==> src/rtl/mem_arbiter.sv <==
// mem_arbiter: arbitrates one RAM port between an instruction fetch
// requester and a data requester.
//
// Ports:
//   CLK      - clock; all state changes on its rising edge
//   nRST     - asynchronous reset, active-high despite the name
//   iREN     - fetch request;  iaddr  fetch address
//   iload    - fetched instruction, valid only while ihit is 1
//   ihit     - fetch complete, one-cycle pulse
//   dREN     - data read request; dWEN data write request
//   daddr    - data address;   dstore write data
//   dload    - read data, valid only while dhit is 1
//   dhit     - data access complete, one-cycle pulse
//   ramREN   - RAM read strobe;  ramWEN RAM write strobe
//   ramaddr  - RAM address;      ramstore RAM write data
//   ramload  - RAM read data
//   ramstate - RAM status: 0 FREE, 1 BUSY, 2 ACCESS, 3 ERROR
//   err      - sticky error flag, cleared only by reset
module mem_arbiter #(
   parameter int unsigned TIMEOUT = 255
) (
   input  logic        CLK,
   input  logic        nRST,
   input  logic        iREN,
   input  logic [31:0] iaddr,
   output logic [31:0] iload,
   output logic        ihit,
   input  logic        dREN,
   input  logic        dWEN,
   input  logic [31:0] daddr,
   input  logic [31:0] dstore,
   output logic [31:0] dload,
   output logic        dhit,
   output logic        ramREN,
   output logic        ramWEN,
   output logic [31:0] ramaddr,
   output logic [31:0] ramstore,
   input  logic [31:0] ramload,
   input  logic [1:0]  ramstate,
   output logic        err
);

   typedef enum logic [1:0] {IDLE, DACC, IACC, ERR} state_t;
   typedef enum logic {GNT_I, GNT_D} grant_t;

   localparam logic [1:0] RS_ACCESS = 2'd2;
   localparam logic [1:0] RS_ERROR  = 2'd3;
   localparam logic [8:0] TIMEOUT_LIM = 9'(TIMEOUT);

   state_t     state, next_state;
   grant_t     last_grant;
   logic [7:0] wait_cnt;
   logic       d_req;
   logic       timed_out;

   assign d_req = dREN | dWEN;
   // This busy cycle is the TIMEOUT-th one spent waiting in the access.
   assign timed_out = ({1'b0, wait_cnt} + 9'd1) >= TIMEOUT_LIM;

   always_ff @(posedge CLK or posedge nRST) begin
      if (nRST) begin
         state      <= IDLE;
         last_grant <= GNT_I;
         wait_cnt   <= '0;
      end else begin
         state <= next_state;
         if (dhit)
            last_grant <= GNT_D;
         else if (ihit)
            last_grant <= GNT_I;
         // Held at zero outside the access states, so entry starts from 0.
         if (state == DACC || state == IACC)
            wait_cnt <= wait_cnt + 8'd1;
         else
            wait_cnt <= '0;
      end
   end

   always_comb begin
      next_state = state;
      iload      = '0;
      ihit       = 1'b0;
      dload      = '0;
      dhit       = 1'b0;
      ramREN     = 1'b0;
      ramWEN     = 1'b0;
      ramaddr    = '0;
      ramstore   = '0;
      err        = 1'b0;
      unique case (state)
         IDLE: begin
            if (d_req && iREN)
               next_state = (last_grant == GNT_I) ? DACC : IACC;
            else if (d_req)
               next_state = DACC;
            else if (iREN)
               next_state = IACC;
         end
         DACC: begin
            ramaddr  = daddr;
            ramstore = dstore;
            ramWEN   = dWEN;
            ramREN   = dREN & ~dWEN;
            if (ramstate == RS_ACCESS) begin
               dhit       = 1'b1;
               dload      = ramload;
               next_state = IDLE;
            end else if (ramstate == RS_ERROR) begin
               next_state = ERR;
            end else if (!d_req) begin
               next_state = IDLE;
            end else if (timed_out) begin
               next_state = ERR;
            end
         end
         IACC: begin
            ramaddr = iaddr;
            ramREN  = 1'b1;
            if (ramstate == RS_ACCESS) begin
               ihit       = 1'b1;
               iload      = ramload;
               next_state = IDLE;
            end else if (ramstate == RS_ERROR) begin
               next_state = ERR;
            end else if (!iREN) begin
               next_state = IDLE;
            end else if (timed_out) begin
               next_state = ERR;
            end
         end
         ERR: begin
            err = 1'b1;
         end
         default: next_state = IDLE;
      endcase
   end

endmodule

==> config.mk <==
export PLATFORM = sky130hd
export DESIGN_NAME = mem_arbiter
export DESIGN_NICKNAME = d
export VERILOG_FILES = /design/src/rtl/mem_arbiter.sv
export SDC_FILE = /design/constraint.sdc
export NUM_CORES = 1
export LEC_CHECK = 0
export CAP_MARGIN = 20
export CORE_AREA = 2 2 103 105
export DETAILED_ROUTE_END_ITERATION = 7
export DIE_AREA = 0 0 105 107
export DONT_BUFFER_PORTS = 1
export PLACE_DENSITY_LB_ADDON = 0.2
export SLEW_MARGIN = 10
export SYNTH_ARGS = -nofsm -noshare
export SYNTH_HDL_FRONTEND = slang
export SYNTH_SLANG_ARGS = --single-unit
==> constraint.sdc <==
create_clock -name CLK -period 2.39 [get_ports CLK]
set_input_delay 0.239 -clock CLK [delete_from_list [all_inputs] [get_ports CLK]]
set_output_delay 0.239 -clock CLK [all_outputs]
set_load 0.01 [all_outputs]
# After elaboration in Yosys (flattened, before gate mapping)
# Cells that the tools add are included.
op_classes:
  n_addsub: 2
  n_mul: 0
  div: 0
  n_lt_le_gt_ge: 1
  eq_ne: 6
  shifts: 0
  n_mux: 26
  bitwise_logic: 3
  reduce_logical: 6
op_table:
  columns: ["op", "count"]
  rows:
  - ["$mux 32", 4]
  - ["$pmux 32 s2", 1]
  - ["$mux 2", 11]
  - ["$add 8x1->9 const B", 1]
  - ["$ge 9x8->1 const B", 1]
  - ["$add 8x1->8 const B", 1]
  - ["$eq 2x2->1 const B", 4]
  - ["$mux 8", 1]
  - ["$mux 1", 7]
  - ["$pmux 2 s3", 1]
  - ["$ne 4x4->1 const B", 1]
  - ["$reduce_bool 3->1", 1]
  - ["$eq 2x1->1 const B", 1]
  - ["$logic_not 2->1", 1]
  - ["$pmux 1 s2", 1]
  - ["$reduce_and 2->1", 1]
  - ["$reduce_bool 2->1", 1]
  - ["$and 1x1->1", 1]
  - ["$logic_and 1x1->1", 1]
  - ["$logic_or 1x1->1", 1]
  - ["$not 1->1", 1]
  - ["$or 1x1->1", 1]
word_totals:
  ff_bits: 11
  latchBits: 0
  ram_bits: 0
  mem_bits_ro: 0
  input_bits: 135
  output_inout_bits: 133
  word_cells: 47
  mem_count: 0

# Depth between registers and ports, before layout
depth:
  ltp_word: 7
  mapped_depth: 7
  mapped_depth_nobuf: 6

# Worst setup path before layout
# OpenSTA, ideal clock, no wires.
synth_timing:
  path_kind: "reg-to-output"
  from: "register state[0]"
  to: "output port ramaddr[12]"
  t_arrival_ns: 1.418
  t_required_ns: 2.151
  setup_slack_ns: 0.733
  path_stages_with_launch: 6
  n_path_buf: 2
  cell_sequence: "dfrtp_1 inv_1 ha_1 clkbuf_1 clkbuf_1 nor2b_1"
synth_via:
  elab_chain_len: 2
  elab_cells_between_ends: 3
synth_lines:
  columns: ["element", "line_no", "text"]
  rows:
  - ["start, declared", "50", "state_t state, next_state;"]
  - ["start signal, assigned", "66", "state <= next_state;"]
  - ["$eq 2x2->1 or $eq 2x1->1 (tied branches)", "90", "unique case (state)"]
  - ["$pmux 32 s2 (*)", "90", null]
  - ["end, declared", "36", "output logic [31:0] ramaddr,"]
# Mark *: on every way between the ends. The rest lies on a longest branch, timed or not.

# Worst setup path in the final report
layout_timing:
  from: "register state[0]"
  to: "output port ramaddr[15]"
# The elaborated chain is that of the path after synthesis.

==> flow_summary.ini <==
[cells_and_area]
drive_above_1_share_pct = 6.12
nets = 388
area_growth_pct = 10.5
final_common_cell = and3_1
fill_cells = 1173
diodes = 0
most-common-layout-cells = and3_1 (64), and2_1 (39), nor2b_1 (34)

[setup_path]
reg2reg_depth = 6
cp_slowest_stage_delay_ns = 0.54
crit_arrival_ns = 1.93
cp_slowest_cell = ha_2
cp_cell_sequence = inv_1 -> ha_2 -> buf_12 -> a22oi_1 -> nor2b_1
timing.rr.start = state[0]
endpoint_kind = output pin
cp_max_fo = 28
worstSetupPathType = reg2out
crit_start = state[0]
start_kind = flip-flop
crit_required_ns = 2.15

[synthesis]
synth_nets = 406
netlist_instances = 264
synth.top_cell.area_share_pct = 21.4
synth_area_leaders = and3_1 (21%), dfrtp_1 (15%), and2_1 (13%)
yosys_register_bits = 11
ys_async_sr_fraction_pct = 100
syn_area_per_cell_um2 = 7.09
synth_top_flop_cell = dfrtp_1
ys_seq_area_share_pct = 14.7
yosys_warnings = 0
synth_edf_count = 0
synth.largest_area_cell = and3_1
ys_types = 34
syn_area_mm2 = 0.00187

[sta]
fin_skew_ns = 0.00143
worst_pin_slew_ns = 0.552
slew_headroom_pct = 63.2
period_share_pct = 90.8
fin_ws_ns = 0.219
finalSetupViolCount = 0
rsz0062_at_grt = no
drv_slew = 0
finalSetupTns_ns = 0
fmax_mhz = 461
final_hold_viol_count = 0
post-route-min-period_ns = 2.17

[global_routing]
grt_start_max_net_pins = 68
grt_overflow = 0
grt_pass1_vias = 1728
track_usage_pct = 11.0
grt_pass1_wl_um = 9860
antenna_found_initial = 0

[cts]
numCtsBuffers = 3
cts_tree = built
cts_max_level = 1
cts.sinks = 11
path_clk_slew_ns = 0.06
root_buffer = clkbuf_8
clock_path_buffers = 2
clock_latency_ns = 0.24

[hold_path]
hold_depth = 4
min_from = iREN
min_path_type = in2reg

[route]
wl_per_cell_um = 19.1
dr.pass1.iters = 4
drc = 0
vias = 1898
first_iter_violations = 120
viasPerCell = 4.98
drt_wl_total_um = 7290
antenna_left = 0

[die]
boundaryPins = 268
die_x_um = 105
rows = 37
die_area_mm2 = 0.0112
initial_core_util_pct = 18.6
core_mm2 = 0.0101
fp.dieH_um = 107

[placed_design]
hpwlAfterDp_um = 5790
dpl_worst_slack_ns = 0.426
place_congestion = 0.749
port_buffers = 0

[status]
status = completed

[run]
cap_viol_max_count = 0

[pwr]
power_leakage_nw = 0.978
powerDensity_mw_per_mm2 = 866
ir_drop_mv = 0.239
## cell families (layout without fill, tap and decap cells)
family | count (synthesis) | after routing | share of synthesized area [%]
muxes | 1 | 1 | 0.534
xor gates and xnor gates | 5 | 5 | 2.34
buffers and inverters | 35 | 16 | 7.28
adders and majority gates | 7 | 7 | 4.68
DFF | 11 | 11 | 14.7
and+or+nand+nor | 162 | 162 | 53.4
AOI/OAI and AO/OA | 43 | 43 | 17.1
## cells in the mapped netlist (all sizes together), types with 2 or more instances
library cell,count
a221oi,2
a22oi,32
and2,39
and2b,3
and3,64
buf,4
clkbuf,26
dfrtp,11
ha,7
inv,5
nand2,4
nand3,2
nand4,2
nor2,5
nor2b,34
nor3,2
nor4,2
o21a,2
o21ai,3
xnor2,3
xor2,2
## worst paths after layout
kind | end | slack [ns]
worst max-delay path | ramaddr[15] | 0.22
worst min-delay path | state[0] | 0.41
worst max register to register | state[1] | 0.46
worst min register to register | last_grant | 0.58
max in group asynchronous | wait_cnt[2] | 1.60
min in group asynchronous | wait_cnt[7] | 0.46
## worst max-delay path: cells and delay by family, from the launching register on
kind | cells | cell delay (ns)
fa+ha+maj | 1 | 0.54
flops | 1 | 0.43
buf+inv | 2 | 0.36
simple gates | 1 | 0.24
compound gates | 1 | 0.10
## stage by stage
step / instances / power, mW / util [%] / hold WS, ns / instance area, um^2
floorplan: 264 / 1.32 / - / 0.0914 / 1870
global placement: 376 / 1.61 / 19.9 / 0.195 / 2010
detailed placement: 376 / 1.63 / 19.9 / 0.189 / 2010
CTS: 381 / 1.84 / 20.5 / 0.401 / 2070
global route: 381 / 1.95 / 20.5 / 0.440 / 2070
finish: 381 / 1.79 / 20.5 / 0.410 / 2070
## area by class of cell
class / count / area [um^2] / share of cell area, %
Multi-Input combinational cell: 218 / 1470 / 70.9
Inverter: 5 / 18.8 / 0.907
Timing Repair Buffer: 7 / 92.6 / 4.47
Clock buffer: 3 / 41.3 / 2.00
Tap cell: 136 / 170 / 8.22
Clock inverter: 1 / 5.00 / 0.242
Sequential cell: 11 / 275 / 13.3
## power breakdown
| group | switching, mW | total [mW] | internal [mW] |
|---|---|---|---|
| logic | 0.826 | 1.34 | 0.510 |
| clock network | 0.0794 | 0.194 | 0.115 |
| registers | 0.0404 | 0.263 | 0.222 |
## routing by layer
metal / GRT usage (%) / vias up / part of all wire, %
met5: 0 / - / 0
met4: 0.857 / 0 / 0.23
met3: 2.31 / 2 / 6.8
met2: 18.4 / 109 / 50
met1: 15.2 / 899 / 43
li1: - / 888 / -
## flip-flops by register name (all words and copies together) (netlist names)
signal and count:
last_grant 1, state 2, wait_cnt 8
## what timing repair did
item                                   in CTS  in global routing
setup buffers                               0                  0
hold buffers                                1                  0
setup endpoints to repair                   0                  0
endpoints found under the hold margin      11                  0
gates resized for setup                     0                  0
Power figures use the tool's default switching activity.
